**src/rtl/vector_adder_issue_ctrl.sv**
```systemverilog
// Issue controller for vector_adder: accepts a row, adds a bias snapshot through the
// adder, supervises the adder with a timeout and forwards the result on a valid/ready stream.
module vector_adder_issue_ctrl #(
   parameter int DATA_WIDTH = 16,
   parameter int NUM_UNITS  = 4,
   parameter int TIMEOUT    = 255
) (
   input  logic                                  clk_i,
   input  logic                                  reset_i,
   input  logic                                  bias_wr_en_i,
   input  logic [((NUM_UNITS > 1) ? $clog2(NUM_UNITS) : 1)-1:0] bias_wr_idx_i,
   input  logic [DATA_WIDTH-1:0]                 bias_wr_data_i,
   input  logic                                  in_valid_i,
   output logic                                  in_ready_o,
   input  logic [DATA_WIDTH-1:0]                 in_x_i [NUM_UNITS],
   input  logic [NUM_UNITS-1:0]                  in_mask_i,
   output logic                                  add_start_o,
   output logic [NUM_UNITS-1:0]                  add_active_units_o,
   output logic [DATA_WIDTH-1:0]                 add_x_o [NUM_UNITS],
   output logic [DATA_WIDTH-1:0]                 add_bias_o [NUM_UNITS],
   input  logic [DATA_WIDTH-1:0]                 add_out_i [NUM_UNITS],
   input  logic                                  add_ready_i,
   output logic                                  out_valid_o,
   input  logic                                  out_ready_i,
   output logic [DATA_WIDTH-1:0]                 out_data_o [NUM_UNITS],
   output logic [NUM_UNITS-1:0]                  out_mask_o,
   output logic                                  timeout_err_o
);

   localparam int IDX_W = (NUM_UNITS > 1) ? $clog2(NUM_UNITS) : 1;
   localparam int CNT_W = $clog2(TIMEOUT + 1);

   typedef enum logic [1:0] {S_IDLE, S_ISSUE, S_WAIT, S_OUTPUT} state_e;

   state_e                  state_q;
   logic                    in_ready_q;
   logic                    add_start_q;
   logic [NUM_UNITS-1:0]    add_active_q;
   logic [DATA_WIDTH-1:0]   add_x_q    [NUM_UNITS];
   logic [DATA_WIDTH-1:0]   add_bias_q [NUM_UNITS];
   logic [DATA_WIDTH-1:0]   bias_q     [NUM_UNITS];
   logic [DATA_WIDTH-1:0]   out_data_q [NUM_UNITS];
   logic [DATA_WIDTH-1:0]   result_d   [NUM_UNITS];
   logic [NUM_UNITS-1:0]    out_mask_q;
   logic                    out_valid_q;
   logic                    timeout_q;
   logic [CNT_W-1:0]        cnt_q;

   always_ff @(posedge clk_i or posedge reset_i) begin
      if (reset_i) begin
         for (int i = 0; i < NUM_UNITS; i++) bias_q[i] <= '0;
      end else if (bias_wr_en_i) begin
         for (int i = 0; i < NUM_UNITS; i++) begin
            if (bias_wr_idx_i == IDX_W'(i)) bias_q[i] <= bias_wr_data_i;
         end
      end
   end

   // Inactive lanes may carry anything from the adder, so they are forced to zero.
   always_comb begin
      for (int i = 0; i < NUM_UNITS; i++) begin
         result_d[i] = add_active_q[i] ? add_out_i[i] : '0;
      end
   end

   always_ff @(posedge clk_i or posedge reset_i) begin
      if (reset_i) begin
         state_q      <= S_IDLE;
         in_ready_q   <= 1'b0;
         add_start_q  <= 1'b0;
         add_active_q <= '0;
         out_mask_q   <= '0;
         out_valid_q  <= 1'b0;
         timeout_q    <= 1'b0;
         cnt_q        <= '0;
         for (int i = 0; i < NUM_UNITS; i++) begin
            add_x_q[i]    <= '0;
            add_bias_q[i] <= '0;
            out_data_q[i] <= '0;
         end
      end else begin
         case (state_q)
            S_IDLE: begin
               in_ready_q <= 1'b1;
               if (in_valid_i && in_ready_q) begin
                  in_ready_q <= 1'b0;
                  if (in_mask_i != '0) begin
                     state_q      <= S_ISSUE;
                     add_start_q  <= 1'b1;
                     add_active_q <= in_mask_i;
                     for (int i = 0; i < NUM_UNITS; i++) begin
                        add_x_q[i]    <= in_x_i[i];
                        add_bias_q[i] <= bias_q[i];
                     end
                  end else begin
                     state_q    <= S_OUTPUT;
                     out_mask_q <= '0;
                     for (int i = 0; i < NUM_UNITS; i++) out_data_q[i] <= '0;
                  end
               end
            end
            S_ISSUE: begin
               add_start_q <= 1'b0;
               state_q     <= S_WAIT;
            end
            // Ready is only trusted here; one seen during ISSUE belongs to an older request.
            S_WAIT: begin
               if (add_ready_i || (cnt_q == CNT_W'(TIMEOUT - 1))) begin
                  state_q      <= S_OUTPUT;
                  cnt_q        <= '0;
                  add_active_q <= '0;
                  out_mask_q   <= add_ready_i ? add_active_q : '0;
                  timeout_q    <= timeout_q | ~add_ready_i;
                  for (int i = 0; i < NUM_UNITS; i++) begin
                     out_data_q[i] <= add_ready_i ? result_d[i] : '0;
                     add_x_q[i]    <= '0;
                     add_bias_q[i] <= '0;
                  end
               end else begin
                  cnt_q <= cnt_q + 1'b1;
               end
            end
            S_OUTPUT: begin
               if (!out_valid_q) begin
                  out_valid_q <= 1'b1;
               end else if (out_ready_i) begin
                  out_valid_q <= 1'b0;
                  in_ready_q  <= 1'b1;
                  state_q     <= S_IDLE;
               end
            end
            default: state_q <= S_IDLE;
         endcase
      end
   end

   assign in_ready_o         = in_ready_q;
   assign add_start_o        = add_start_q;
   assign add_active_units_o = add_active_q;
   assign add_x_o            = add_x_q;
   assign add_bias_o         = add_bias_q;
   assign out_valid_o        = out_valid_q;
   assign out_data_o         = out_data_q;
   assign out_mask_o         = out_mask_q;
   assign timeout_err_o      = timeout_q;

endmodule

```
**config.mk**
```make
export PLATFORM = sky130hd
export DESIGN_NAME = vector_adder_issue_ctrl
export DESIGN_NICKNAME = d
export VERILOG_FILES = /design/src/rtl/vector_adder_issue_ctrl.sv
export SDC_FILE = /design/constraint.sdc
export NUM_CORES = 1
export LEC_CHECK = 0
export CORE_ASPECT_RATIO = 0.6
export CORE_MARGIN = 10
export CORE_UTILIZATION = 40
export CTS_BUF_LIST = sky130_fd_sc_hd__clkbuf_8 sky130_fd_sc_hd__clkbuf_16
export DETAILED_ROUTE_END_ITERATION = 12
export PLACE_DENSITY = 0.81
export RECOVER_POWER = 25
export SYNTH_ARGS = -nofsm -noshare
export SYNTH_HDL_FRONTEND = slang
export SYNTH_SLANG_ARGS = --single-unit
```
**constraint.sdc**
```tcl
create_clock -name clk_i -period 12.5 [get_ports clk_i]
set_input_delay 2.5 -clock clk_i [delete_from_list [all_inputs] [get_ports clk_i]]
set_output_delay 2.5 -clock clk_i [all_outputs]
set_load 0.03 [all_outputs]
```
==> results.sh <==
export IMPL_antenna_found_initial=1
export IMPL_clock_sinks=278
export IMPL_most_common_layout_cells="355 x clkdlybuf4s50_1, 278 x dfrtp_1, 133 x nor2b_1, 120 x mux2_2, 80 x mux2_1"
export IMPL_cts_setup_buffers=0
export IMPL_multiInputGateArea_mm2=0.00446
export IMPL_max_freq_ghz=0.127
export IMPL_gp_congestion=0.812
export IMPL_peakVddDrop_uv=153
export IMPL_ys_flop_type="dfrtp_1"
export IMPL_nFillCells=2333
export IMPL_r2r_start="state_q[0]$_DFFE_PP0P_"
export IMPL_num_vias=8221
export IMPL_crit_end="out_data_o[63]$_DFFE_PP0P_"
export IMPL_final_seq_area_mm2=0.00696
export IMPL_reg2reg_depth=8
export IMPL_fin_area_mm2=0.0169
export IMPL_yosys_warnings=0
export IMPL_drt_wl_total_mm=34.4
export IMPL_die_area_mm2=0.0374
export IMPL_hpwl_mm=25.0
export IMPL_worstPathArrival_ns=8.44
export IMPL_synth_largest_area_cell="dfrtp_1"
export IMPL_overflow=0
export IMPL_first_iter_violations=391
export IMPL_hold_worst_slack_ns=0.461
export IMPL_synth_cell_type_count=38
export IMPL_cts_tree="done"
export IMPL_synthCells=929
export IMPL_setup_viol=0
export IMPL_startpoint="reset_i"
export IMPL_status="finished with violations"
export IMPL_rsz0062_at_grt="no"
export IMPL_layoutNonFillerInstCount=1697
export IMPL_ctsHoldBuffers=0
export IMPL_slew_headroom_pct=-302
export IMPL_hp_start="timeout_err_o$_DFFE_PP0P_"
export IMPL_regToRegSetupSlack_ns=7.49
export IMPL_critPathRequiredTime_ns=13.06
export IMPL_grt_max_degree=142
export IMPL_io_buffer_count=359
export IMPL_start_kind="input pin"
export IMPL_drive_gt1_share_pct=13.7
export IMPL_row_count=48
export IMPL_tns_ns=0
export IMPL_firstDrtPassIters=4
export IMPL_critPathKind="input pin to asynchronous set/reset pin"
export IMPL_grt_pass1_wl_mm=53.1
export IMPL_cap_violations=1
export IMPL_end_kind="asynchronous set/reset pin"
export IMPL_period_minus_slack_ns=7.88
export IMPL_antenna_left=0
export IMPL_cts_resized=0
export IMPL_syn_avg_cell_area_um2=12.9
export IMPL_place_area_mm2=0.0159
export IMPL_final_common_cell="clkdlybuf4s50_1"
export IMPL_grt_pass1_vias=8615
export IMPL_syn_num_nets=1092
export IMPL_finalCoreUtilization_pct=58.0
export IMPL_worstPathMaxFanout=141
export IMPL_hold_class="flop to flop"
export IMPL_finClkSkew_ns=0.0177
export IMPL_synth_area_leaders="dfrtp_1 58%, mux2_2 11%, mux2_1 7.5%"
export IMPL_preCtsSetupSlack_ns=6.49
export IMPL_totalPowerFinal_mw=4.70
export IMPL_initial_core_util_pct=41.1
export IMPL_violations="capacitance limit, slew limit"
export IMPL_placeableCoreArea_mm2=0.0291
export IMPL_r2r_end="add_bias_o[30]$_DFFE_PP0P_"
export IMPL_fin_crit_sh_pct=63.1
export IMPL_die_w_um=243
export IMPL_slew_violations=142
export IMPL_routedWlPerCell_um=20.3
export IMPL_synth_seq_cells=278
export IMPL_cts_made_buffers=28
export IMPL_track_usage_pct=17.9
export IMPL_netlist_area_mm2=0.0120
export IMPL_async_reset_ff_share_pct=100
export IMPL_drc=0
export IMPL_routed_via_density=4.84
export IMPL_synth_top_cell_area_share_pct=58.2
export IMPL_clk_latency_ns=0.56
export IMPL_cellLeakagePower_nw=7.51
export IMPL_max_slew_worst_pin_slew_ns=6.00
export IMPL_cts_root_buffer="clkbuf_16"
export IMPL_power_density_mw_per_mm2=278
export IMPL_seq_area_frac_synth_pct=58.2
export IMPL_die_h_um=154
export IMPL_syn2layout_area_growth_pct=41.2
export IMPL_dp_cells=1645
export IMPL_hold_viol=0
export IMPL_htreeDepth=1
export IMPL_setup_slack_ns=4.62
export IMPL_clkTransAtPathRegs_ns=0.06
export IMPL_nets=1438
export IMPL_synth_edff_count=0
export IMPL_clockBufferDepth=3
export IMPL_ios=360
-- per-layer routing --
metal	routed length [µm]	GRT usage (%)
met4	1200	6.14
met5	0	0
met1	14400	22.4
met3	2600	5.29
met2	16300	29.0
-- cell type report --
class                   instances  area share, %
well taps                     400           2.96
diodes                          2         0.0296
multi-input cells             529           26.4
clock buffers                  28           4.15
clock inverters                22           2.16
repair buffers                365           21.5
inverters                      73           1.63
flip-flops and latches        278           41.2
-- flip-flops by register name, indices dropped and copies added, names as in the netlist, 2 cells and up --
signal	count
add_bias_o	64
add_x_o	64
bias_q	64
out_data_o	64
cnt_q	8
add_active_units_o	4
out_mask_o	4
state_q	2
-- power breakdown --
group          internal [mW]  switching (mW)  total [mW]  leakage, nW
Clock                  0.598           0.368       0.966        0.523
Combinational          0.996            1.27        2.26         3.50
Sequential              1.26           0.207        1.47         3.48
Total                   2.86            1.84        4.70         7.51
-- cell usage after synthesis, types with 2 or more instances --
library cell	instances
xnor2_1	2
buf_2	12
o211ai_1	2
mux2_1	80
buf_4	3
nor3_1	2
nor2_1	5
dfrtp_1	278
nor4_1	2
clkbuf_1	26
and3_1	4
mux2i_1	68
nand2_1	72
a21oi_1	5
mux2_2	120
nand3b_1	2
nand3_1	4
inv_1	73
ha_1	7
nor2b_1	133
buf_6	8
a21o_1	3
o21ai_0	3
-- critical path, stage by stage --
cell and delay (ns):
clkdlybuf4s50_1 0.41, clkinvlp_2 3.29, buf_4 1.12, buf_4 0.80
-- how the worst min path moves through the flow --
stage	endpoint	slack, ns	cells past startpoint
floorplan	bias_q[0]$_DFFE_PP0P_	0.47	1
global placement	timeout_err_o$_DFFE_PP0P_	0.44	1
detailed placement	timeout_err_o$_DFFE_PP0P_	0.44	1
CTS	timeout_err_o$_DFFE_PP0P_	0.47	1
global route	timeout_err_o$_DFFE_PP0P_	0.51	1
finish	timeout_err_o$_DFFE_PP0P_	0.46	1
-- logic make-up after synthesis --
kind of cell	Yosys count	share of synthesized area (%)
and+or+nand+nor	228	10.5
adders and majority gates	7	0.732
DFF	278	58.2
muxes	268	24.5
AOI/OAI and AO/OA	24	1.43
buffers and inverters	122	4.55
xor gates and xnor gates	2	0.146
Note: power is estimated with default switching activity, not from simulation.
